--- config.mk ---
export PLATFORM = sky130hd
export DESIGN_NAME = pmem_arbiter
export DESIGN_NICKNAME = d
export VERILOG_FILES = /design/src/rtl/pmem_arbiter.sv
export SDC_FILE = /design/constraint.sdc
export NUM_CORES = 1
export LEC_CHECK = 0
export ABC_AREA = 0
export BUFFER_PORTS_ARGS = -buffer_cell sky130_fd_sc_hd__buf_4
export CORE_AREA = 2 2 561 563
export CTS_CLUSTER_SIZE = 20
export DETAILED_ROUTE_END_ITERATION = 10
export DIE_AREA = 0 0 563 565
export PLACE_DENSITY_LB_ADDON = 0.25
export SLEW_MARGIN = 10
export SYNTH_ARGS = -nofsm -noshare
export SYNTH_HDL_FRONTEND = slang
export SYNTH_SLANG_ARGS = --single-unit
--- constraint.sdc ---
create_clock -name clk -period 1.75 [get_ports clk]
set_input_delay 0.35 -clock clk [delete_from_list [all_inputs] [get_ports clk]]
set_output_delay 0.35 -clock clk [all_outputs]
set_load 0.02 [all_outputs]
--- src/rtl/pmem_arbiter.sv ---
// Shares one physical-memory port between the icache and dcache, one full-line
// transaction at a time, with round-robin tie-break and a sticky response watchdog.
//
// state    | meaning
// ---------+---------------------------------------------------
// S_IDLE   | no transaction; arbitrate pending requests
// S_I_BUSY | icache line read outstanding on pmem
// S_D_BUSY | dcache line read or write outstanding on pmem
// S_DONE_I | one-cycle i_resp, i_rdata valid
// S_DONE_D | one-cycle d_resp, d_rdata valid
module pmem_arbiter #(
   parameter int ADDR_W  = 32,
   parameter int LINE_W  = 256,
   parameter int TIMEOUT = 1024
) (
   input  logic                clk,
   input  logic                rst_n,
   input  logic                i_read,
   input  logic [ADDR_W-1:0]   i_address,
   output logic [LINE_W-1:0]   i_rdata,
   output logic                i_resp,
   input  logic                d_read,
   input  logic                d_write,
   input  logic [ADDR_W-1:0]   d_address,
   input  logic [LINE_W-1:0]   d_wdata,
   input  logic [LINE_W/8-1:0] d_byte_enable,
   output logic [LINE_W-1:0]   d_rdata,
   output logic                d_resp,
   output logic                mem_read,
   output logic                mem_write,
   output logic [ADDR_W-1:0]   mem_address,
   output logic [LINE_W-1:0]   mem_wdata,
   output logic [LINE_W/8-1:0] mem_byte_enable,
   input  logic [LINE_W-1:0]   mem_rdata,
   input  logic                mem_resp,
   output logic                err
);

   localparam int BE_W  = LINE_W / 8;
   localparam int CNT_W = (TIMEOUT > 0) ? $clog2(TIMEOUT + 1) : 1;
   localparam logic [CNT_W-1:0] CNT_MAX = CNT_W'(TIMEOUT);

   typedef enum logic [2:0] {
      S_IDLE,
      S_I_BUSY,
      S_D_BUSY,
      S_DONE_I,
      S_DONE_D
   } state_t;

   state_t              r_state;
   state_t              w_state_nxt;
   logic                r_last_d;
   logic [ADDR_W-1:0]   r_addr;
   logic [LINE_W-1:0]   r_wdata;
   logic [BE_W-1:0]     r_be;
   logic                r_op_wr;
   logic [LINE_W-1:0]   r_i_rdata;
   logic [LINE_W-1:0]   r_d_rdata;
   logic [CNT_W-1:0]    r_wd_cnt;
   logic                r_err;

   logic                w_req_i;
   logic                w_req_d;
   logic                w_grant_i;
   logic                w_grant_d;
   logic                w_busy;
   logic [CNT_W-1:0]    w_cnt_inc;

   always_comb begin
      w_req_i     = i_read;
      w_req_d     = d_read | d_write;
      w_grant_i   = 1'b0;
      w_grant_d   = 1'b0;
      w_state_nxt = r_state;
      case (r_state)
         S_IDLE: begin
            // on a tie the requester that did not win last time goes first
            if (w_req_i && (!w_req_d || r_last_d)) begin
               w_grant_i   = 1'b1;
               w_state_nxt = S_I_BUSY;
            end else if (w_req_d) begin
               w_grant_d   = 1'b1;
               w_state_nxt = S_D_BUSY;
            end
         end
         S_I_BUSY: if (mem_resp) w_state_nxt = S_DONE_I;
         S_D_BUSY: if (mem_resp) w_state_nxt = S_DONE_D;
         default:  w_state_nxt = S_IDLE;
      endcase
   end

   always_ff @(posedge clk or negedge rst_n) begin
      if (!rst_n) r_state <= S_IDLE;
      else        r_state <= w_state_nxt;
   end

   assign w_busy    = (r_state == S_I_BUSY) || (r_state == S_D_BUSY);
   assign w_cnt_inc = r_wd_cnt + CNT_W'(1);

   always_ff @(posedge clk or negedge rst_n) begin
      if (!rst_n) begin
         r_last_d  <= 1'b1;
         r_addr    <= '0;
         r_wdata   <= '0;
         r_be      <= '0;
         r_op_wr   <= 1'b0;
         r_i_rdata <= '0;
         r_d_rdata <= '0;
      end else begin
         if (w_grant_i) begin
            r_addr   <= i_address;
            r_wdata  <= '0;
            r_be     <= '0;
            r_op_wr  <= 1'b0;
            r_last_d <= 1'b0;
         end else if (w_grant_d) begin
            r_addr   <= d_address;
            r_wdata  <= d_wdata;
            r_be     <= d_byte_enable;
            r_op_wr  <= d_write;
            r_last_d <= 1'b1;
         end
         if (mem_resp && (r_state == S_I_BUSY))
            r_i_rdata <= mem_rdata;
         if (mem_resp && (r_state == S_D_BUSY) && !r_op_wr)
            r_d_rdata <= mem_rdata;
      end
   end

   // saturating busy-cycle count; err latches once TIMEOUT cycles pass unanswered
   always_ff @(posedge clk or negedge rst_n) begin
      if (!rst_n) begin
         r_wd_cnt <= '0;
         r_err    <= 1'b0;
      end else begin
         if (w_grant_i || w_grant_d)
            r_wd_cnt <= '0;
         else if (w_busy && (r_wd_cnt != CNT_MAX))
            r_wd_cnt <= w_cnt_inc;
         if ((TIMEOUT != 0) && w_busy && !mem_resp && (w_cnt_inc == CNT_MAX))
            r_err <= 1'b1;
      end
   end

   assign mem_read        = (r_state == S_I_BUSY) || ((r_state == S_D_BUSY) && !r_op_wr);
   assign mem_write       = (r_state == S_D_BUSY) && r_op_wr;
   assign mem_address     = r_addr;
   assign mem_wdata       = r_wdata;
   assign mem_byte_enable = r_be;
   assign i_resp          = (r_state == S_DONE_I);
   assign d_resp          = (r_state == S_DONE_D);
   assign i_rdata         = r_i_rdata;
   assign d_rdata         = r_d_rdata;
   assign err             = r_err;

endmodule

---- Word level (Yosys, flattened, before mapping) ----
Cells that the tools add are included.
word-level totals
  logic and storage cells ................. 63
  register bits after elaboration ......... 849
  output and inout port bits .............. 837
  input port bits ......................... 614
operators by class
  mux-type cells .......................... 22
  bitwise logic cells ..................... 1
  reduce and logical (&&, ||, !) cells .... 20
  $add $sub $neg .......................... 1
  eq/ne operators ......................... 9
operator list
  cell                                                  count
  2-to-1 mux 256 bit                                    2
  2-to-1 mux 32 bit                                     4
  2-to-1 mux 11 bit                                     2
  2-to-1 mux 3 bit                                      4
  adder 11 x 1 -> 11 bit (second input constant)        1
  equality test 11 bit (second input constant)          1
  inequality test 11 bit (second input constant)        1
  logical AND 1 bit                                     9
  2-to-1 mux 1 bit                                      9
  case mux 3 bit (3 select lines)                       1
  equality test 3 x 2 -> 1 bit (second input constant)  2
  logical OR 1 bit                                      4
  inequality test 2 bit (second input constant)         2
  nonzero test 2 bit                                    2
  equality test 3 x 1 -> 1 bit (second input constant)  1
  equality test 3 bit (second input constant)           1
  zero test 1 bit                                       3
  zero test 3 bit                                       1
  inequality test 3 bit (second input constant)         1
  AND reduction 3 bit                                   1
  OR 1 bit                                              1

---- Depth between registers and ports, before layout ----
Gate-level depths: netlist of the first run.
  word-level depth ........................ 8
  gate-level depth with buffers ........... 7
  gate-level depth less buffers ........... 6

---- Worst setup path before layout of the first run ----
OpenSTA, ideal clock, no wires.
  path kind ............................... register to register
  start ................................... register r_state[2]
  end ..................................... register r_i_rdata[100], in the netlist i_rdata[100]
  setup time .............................. 0.125 ns
  path slack .............................. 0.002 ns
  required time ........................... 1.625 ns
  arrival time ............................ 1.623 ns
  period minus slack after synthesis ...... 1.748 ns
  buffers on the path ..................... 3
  cell stages (with the launch flop) ...... 7
  cell sequence ........................... dfrtp_1 > buf_2 > nand2b_1 > nor2_1 > buf_2 > buf_6 > mux2_2
between the ends
  word-level cells in the longest chain between the ends .. 2
ends and longest elaborated chain
  element                       RTL line  text
  from (decl)                   51        state_t r_state;
  from (signal assigned)        95        else r_state <= w_state_nxt;
  equality test 3 x 1 -> 1 bit  124       if (mem_resp && (r_state == S_I_BUSY))
  logical AND 1 bit             124
  to (signal assigned)          125       r_i_rdata <= mem_rdata;
  to (decl)                     58        logic [LINE_W-1:0] r_i_rdata;
No other way between the ends.
A chain may end at the register's enable or synchronous reset.

---- Worst setup path after layout of the first run ----
  start ................................... register r_state[0]
  end ..................................... output mem_read
between the ends
  word-level cells in the longest chain between the ends .. 3
  elaborated cells on any way between the ends .. 4
  classes of those cells .................. eq/ne: 2; reduce/logical: 2
ends and longest elaborated chain
  element                       RTL line  text
  equality test 3 x 2 -> 1 bit  146       assign mem_read = (r_state == S_I_BUSY) || ((r_state == S_D_BUSY) && !r_op_wr);
  logical AND 1 bit             146
  logical OR 1 bit *            146
  to (decl)                     29        output logic mem_read,
Mark *: on every way between the ends. The rest lies on a longest branch, timed or not.

==> results by group, run 1 <==
Placement
  – Hpwl dp: 160000 µm
  – RD Place Congestion: 0.893
  – Buffers on Ports: 1450

Floorplanning
  – Area of the die: 318000 µm²
  – Initial Utilization: 0.101
  – # rows: 205
  – Core area: 311000 µm²
  – I/O Pins: 1451
  – Die width: 563 µm
  – Die Y: 565 µm

Worst setup path
  – Reg2reg setup slack: -0.48 ns
  – CP Launch Type: register
  – Critical path endpoint category: output pin
  – CP max FO: 3
  – Worst EP required: 1.40 ns
  – WS Path Type: register to output pin
  – WP data arrival: 2.02 ns

Power
  – Leakage: 28.2 nW
  – Max VDD drop: 0.000850 V
  – Pwr Density: 1920 nW/µm²
  – Design Power: 120 mW

Global routing
  – Tot GR Track Use: 0.117
  – Largest net degree at the start of global routing: 82
  – Initial antenna violation count: 122
  – First-pass GRT wire length: 260000 µm
  – Grt total ovfl: 0
  – Vias in the first global route: 29200

Clock tree
  – Worst-path clk slew: 0.06 ns
  – CTS sink cnt: 849
  – TritonCTS clock tree: done
  – CTS buffer count: 111
  – Root Buffer Master: clkbuf_16
  – Latest clock arrival within the worst-skew pair: 0.82 ns
  – Bufs on Longest Clock Path: 4
  – H-tree depth: 3

Synthesis
  – Yosys warning count: 0
  – Syn Inst Count: 1989
  – Syn Area/Cell: 15.9 µm²
  – Post-synthesis cell type count: 46
  – Main synth FF type: dfrtp_1
  – Post-Syn Area: 31600 µm²
  – Number of synthesized flops with an enable pin: 0
  – Syn_nets: 2606
  – Post-synthesis sequential area ratio: 0.673
  – Fraction of registers with async set/reset: 1.00
  – Number of synthesized register bits: 849

Routing
  – TritonRoute pass-1 iters: 5
  – Number of vias per cell: 3.19
  – Drt initial violations: 1027
  – Final ANT Viol Nets: 0
  – Remaining DRCs: 0
  – Routed len/inst: 23.7 µm
  – Detailed-route via count: 27500
  – WL final: 204000 µm

Outcome
  – Status: complete, but fails checks
  – Violated checks: negative setup slack

STA
  – Post-Route Skew: 0.0573 ns
  – Crit share post-route: 1.35
  – Setup TNS: -228.31 ns
  – Fin. max-slew vios: 0
  – Unrepaired setup endpoints after global routing: yes
  – Min Tclk post-route: 2.37 ns
  – Slew HR: 0.675
  – Final hold violation count: 0
  – Fmax achieved: 423 MHz
  – Slew @ Worst Pin: 0.487 ns
  – # setup viols final: 908
  – Worst Setup Slack, final: -0.616 ns

Layout
  – Share of post-route cells with drive strength above 1: 0.508
  – Area growth, synth to finish: 96.7%
  – Fin nets: 4946

Min path
  – Hold WC Path Type: input port to async pin

Run
  – Max Cap Violations: 0
critical path, cell delays in order, from the launching register on:
cell,delay (ns)
dfrtp_1,0.37
nand2b_4,0.14
buf_6,0.12
o21a_1,0.17
nor2_2,0.11
buf_6,0.14
buf_8,0.13
placed cells by master, fill, tap and decap left out, types with 3 or more instances in the layout:
cell type and instances:
a21o_1 5, a22o_1 288, buf_12 69, buf_16 31
buf_4 1572, buf_6 20, buf_8 27, bufinv_16 9
clkbuf_1 25, clkbuf_16 144, clkbuf_8 20, clkinv_2 23
clkinvlp_4 4, dfrtp_1 847, diode_2 60, dlygate4sd3_1 614
ha_1 3, inv_1 7, mux2_1 213, mux2_2 122
mux2_4 177, nand2_1 40, nand2b_4 3, nand3_1 8
nor2_1 8, nor3_1 8, o21a_1 3, o21ai_0 26
o21ai_1 16, o22ai_1 28, o22ai_2 3, o2bb2ai_1 5
power by group:
group	internal, mW	switching (mW)	leakage [nW]
sequential	29.1	6.02	10.4
clock	13.8	9.39	1.80
combinational	28.8	32.4	16.0
synthesized netlist by cell type (2+ instances only):
master | number | area (µm²)
nand2b_1 | 4 | 25.0
nand2_1 | 40 | 150
nor2_1 | 10 | 37.5
xnor2_1 | 2 | 17.5
xor2_1 | 2 | 17.5
o31ai_1 | 2 | 15.0
buf_2 | 58 | 290
nor3_4 | 2 | 32.5
a21o_1 | 5 | 37.5
dfrtp_1 | 848 | 21200
o21ai_0 | 31 | 155
nor3b_1 | 3 | 22.5
mux2_2 | 291 | 3280
nor4_1 | 2 | 12.5
a22o_1 | 288 | 2520
nor2b_1 | 2 | 12.5
mux2i_1 | 2 | 20.0
o22ai_1 | 32 | 200
nor3_1 | 8 | 40.0
clkbuf_1 | 22 | 82.6
inv_1 | 7 | 26.3
o21a_1 | 3 | 22.5
nand3_1 | 8 | 40.0
mux2_1 | 221 | 2490
a21oi_1 | 2 | 10.0
o21ai_1 | 12 | 60.1
ha_1 | 3 | 37.5
o2bb2ai_1 | 5 | 43.8
buf_6 | 20 | 225
buf_4 | 32 | 240
buf_1 | 7 | 26.3
state kept, by name, indices dropped and copies added (netlist names):
signal and count:
i_rdata 256, r_last_d 1, r_state 3, err 1, mem_wdata 256, mem_byte_enable 32, r_wd_cnt 11, mem_address 32
d_rdata 256, r_op_wr 1
path summary, 6_finish.rpt:
| check | startpoint | endpoint | depth (start not counted) |
|---|---|---|---|
| min in group clk | d_byte_enable[14] | mem_byte_enable[14] | 3 |
| setup / recovery | r_state[0] | mem_read | 6 |
| hold / removal | rst_n | mem_wdata[153] | 3 |
| hold reg to reg | err | err | 1 |
| max in group asynchronous | rst_n | mem_wdata[99] | 3 |
| setup reg to reg | r_state[1] | i_rdata[117] | 11 |
layout make-up:
type | instances | area, µm²
Timing Repair Buffer | 2366 | 21600
Clock buffer | 156 | 3150
Inverter | 7 | 26.3
Clock inverter | 42 | 526
Antenna cell | 60 | 150
Fill cell | 33900 | 249000
Sequential cell | 849 | 21200
Tap cell | 4140 | 5180
Multi-Input combinational cell | 994 | 10200
cells by family after synthesis:
kind of cell             Yosys count  share of synthesized area
AND/OR/NAND/NOR                   88                     0.0145
adder cells (fa/ha/maj)            3                    0.00119
multiplexers                     514                      0.183
buffers and inverters            146                     0.0282
flip-flops                       849                      0.673
XOR/XNOR                           4                    0.00111
AO/OA/AOI/OAI                    385                     0.0990
repair_timing:
item	4_1_cts	5_1_grt
pin swaps	3	8
buffers inserted	37	23
gates resized for setup	248	109
cloned	20	43
hold endpoints to repair	1513	0
hold buffers	614	0
setup endpoints to repair	1661	1665
through the flow:
stage | instances | hold slack [ns] | setup WS [ns] | cell area, µm² | utilization
floorplan | 1989 | 0.0544 | 0.00249 | 31600 | -
global placement | 7629 | 0.222 | -0.443 | 48800 | 0.157
finish | 8614 | 0.199 | -0.616 | 62100 | 0.199
CTS | 8497 | 0.114 | -0.793 | 60500 | 0.194
detailed placement | 7629 | 0.225 | -0.431 | 48800 | 0.157
global route | 8599 | 0.128 | -0.797 | 62100 | 0.199
metal layers:
metal	vias up	track usage	part of all wire
li1	12200	-	-
met1	13800	0.134	0.39
met2	1201	0.204	0.50
met3	319	0.0355	0.067
met4	60	0.0440	0.040
met5	-	0	0.0020
(Power assumes the default switching activity.)
==> run 2: changes to the inputs <==
BUFFER_PORTS_ARGS = -buffer_cell sky130_fd_sc_hd__buf_2   (was -buffer_cell sky130_fd_sc_hd__buf_4)
GPL_ROUTABILITY_DRIVEN = 0   (was default)
==> run 2 against run 1 <==
  * Largest power group unchanged
  * Sequential share of layout area is 2.8 points higher
  * Power is 6.3% lower
  * Maximum frequency down 2.6%
  * The flow still finishes with violations (negative setup slack)
  * Worst setup slack worse by 0.062 ns
  * Sequential power down 1%
  * Critical path type unchanged
  * Clock skew barely moved
  * Non-clock buffer count decreased by 43
  * Routed wire length fell by 5.6%
  * Register-to-register slack got worse by 0.06 ns
==> results by group, run 2 (synthesis gave the netlist of run 1 again) <==
Global routing
  – Initial antenna violation count: 113
  – First-pass GRT wire length: 252000 µm
  – Vias in the first global route: 28600
  – Tot GR Track Use: 0.114
  – Grt total ovfl: 0
  – Largest net degree at the start of global routing: 90

Run
  – Max Cap Violations: 0

Layout
  – Most frequent cells in the layout: buf_2, dfrtp_1, dlygate4sd3_1
  – Most common cell after layout, fill and taps aside: buf_2
  – Share of post-route cells with drive strength above 1: 0.552
  – Area growth, synth to finish: 82.0%
  – Fin nets: 4899

Power
  – Max VDD drop: 0.000781 V
  – Comb pwr share: 0.489
  – Internal power: 65.8 mW
  – Sw Ratio: 0.413
  – Design Power: 112 mW
  – Clk pwr share: 0.201
  – Pwr Density: 1950 nW/µm²
  – Leakage: 26.8 nW
  – P_sw: 46.2 mW
  – Flop pwr share: 0.310

Outcome
  – Violated checks: negative setup slack
  – Status: complete, but fails checks

Floorplanning
  – Die Y: 565 µm
  – # rows: 205
  – Initial Utilization: 0.101
  – Die width: 563 µm
  – Core area: 311000 µm²
  – Area of the die: 318000 µm²
  – I/O Pins: 1451

Worst setup path
  – Critical path endpoint category: output pin
  – WS Path Type: register to output pin
  – Worst EP required: 1.40 ns
  – Worst path max stage delay: 0.38 ns
  – Worst Path Buf+Inv: 3
  – CP max FO: 2
  – CP cell instances: nand2b_4 -> buf_6 -> o21a_1 -> nor2_4 -> buf_6 -> buf_12
  – Delay-heaviest family, CP: buffers and inverters
  – Most frequent CP cell: buf_6
  – WP data arrival: 2.08 ns
  – Max stage delay cell, worst path: dfrtp_1
  – CP Launch Type: register

Routing
  – Final ANT Viol Nets: 0
  – Drt initial violations: 1180
  – TritonRoute pass-1 iters: 5
  – Routed len/inst: 22.5 µm
  – Number of vias per cell: 3.17
  – Detailed-route via count: 27100
  – Remaining DRCs: 0
  – WL final: 193000 µm

STA
  – Unrepaired setup endpoints after global routing: yes
  – Post-Route Skew: 0.0575 ns
  – Crit share post-route: 1.39
  – Fin. max-slew vios: 0
  – Min Hold Slack: 0.101 ns
  – Slew @ Worst Pin: 0.587 ns
  – # setup viols final: 1079
  – Worst Setup Slack, final: -0.678 ns
  – Min Tclk post-route: 2.43 ns
  – Fmax achieved: 412 MHz
  – Slew HR: 0.609
  – Final hold violation count: 0

Clock tree
  – TritonCTS clock tree: done
  – CTS buffer count: 107
  – Worst-path clk slew: 0.06 ns
  – Latest clock arrival within the worst-skew pair: 0.82 ns
  – CTS sink cnt: 849
  – Root Buffer Master: clkbuf_16
  – H-tree depth: 3
  – Bufs on Longest Clock Path: 4

Min path
  – Hold WC Path Type: input port to register

Placement
  – Hpwl dp: 156000 µm
  – Placement Setup Slack: -0.459 ns
  – Buffers on Ports: 1450
[run 2: cell count changes in the layout (fill, tap and decap cells not counted), moves of 4 or more]
| cell | change |
|---|---|
| buf_6 | +17 |
| buf_16 | -16 |
| buf_8 | -5 |
| buf_2 | +1423 |
| mux2_4 | +77 |
| mux2_2 | +134 |
| clkinv_4 | +4 |
| mux2_1 | -211 |
| diode_2 | -13 |
| clkbuf_16 | -26 |
| buf_12 | -12 |
| buf_4 | -1425 |
[run 2: timing repair]
item | in CTS | in global routing
gates resized for setup | 320 | 150
setup endpoints to repair | 1607 | 1614
pin swaps | 5 | 10
endpoints found under the hold margin | 1321 | 0
gates cloned | 18 | 12
hold buffers | 611 | 0
buffers inserted | 57 | 24
[run 2: per-stage QoR]
step	cell area, µm²	setup TNS (ns)	cells	util
6_report	57500	-192.13	8552	0.185
2_1_floorplan	31600	0	1989	-
4_1_cts	56700	-246.48	8492	0.182
3_3_place_gp	45000	-189.03	7617	0.144
3_5_place_dp	45000	-198.07	7617	0.144
5_1_grt	57400	-315.21	8530	0.184
[run 2: area by class of cell]
cell class                      instances  area [µm²]
Clock inverter                         42         465
Tap cell                             4140        5180
Antenna cell                           47         118
Timing Repair Buffer                 2323       16900
Fill cell                           34300      254000
Clock buffer                          150        3050
Inverter                                7        26.3
Sequential cell                       849       21200
Multi-Input combinational cell        994       10500
[run 2: worst paths after layout]
path	start	depth (start not counted)	to	slack, ns
setup reg to reg	r_state[0]	11	d_rdata[25]	-0.54
max in group asynchronous	rst_n	4	i_rdata[193]	0.77
hold reg to reg	mem_address[17]	2	mem_address[17]	0.47
hold / removal	i_read	5	r_state[1]	0.10
setup / recovery	r_state[0]	6	mem_read	-0.68
min in group asynchronous	rst_n	3	mem_wdata[68]	0.27
[run 2: power by group through the flow]
stage          Clock [mW]  Combinational (mW)  Sequential [mW]
3_5_place_dp            0                47.9             34.7
2_1_floorplan           0                14.6             45.1
6_report             22.6                54.8             34.7
4_1_cts              23.6                54.2             34.6
5_1_grt              24.3                57.8             35.9
3_3_place_gp            0                47.5             34.7
[run 2: tightest hold or removal path, delay by kind of cell]
kind,cells,cell delay (ns)
AOI/OAI and AO/OA,2,0.16
and+or+nand+nor,1,0.13
buffers and inverters,2,0.24
[run 2: metal layers]
layer | wire (µm) | GRT usage | up-vias | part of all wire
li1 | - | - | 12000 | -
met5 | 328 | 0 | - | 0.0017
met3 | 13800 | 0.0347 | 294 | 0.072
met2 | 94100 | 0.199 | 1179 | 0.49
met1 | 77700 | 0.132 | 13600 | 0.40
met4 | 6610 | 0.0390 | 48 | 0.034
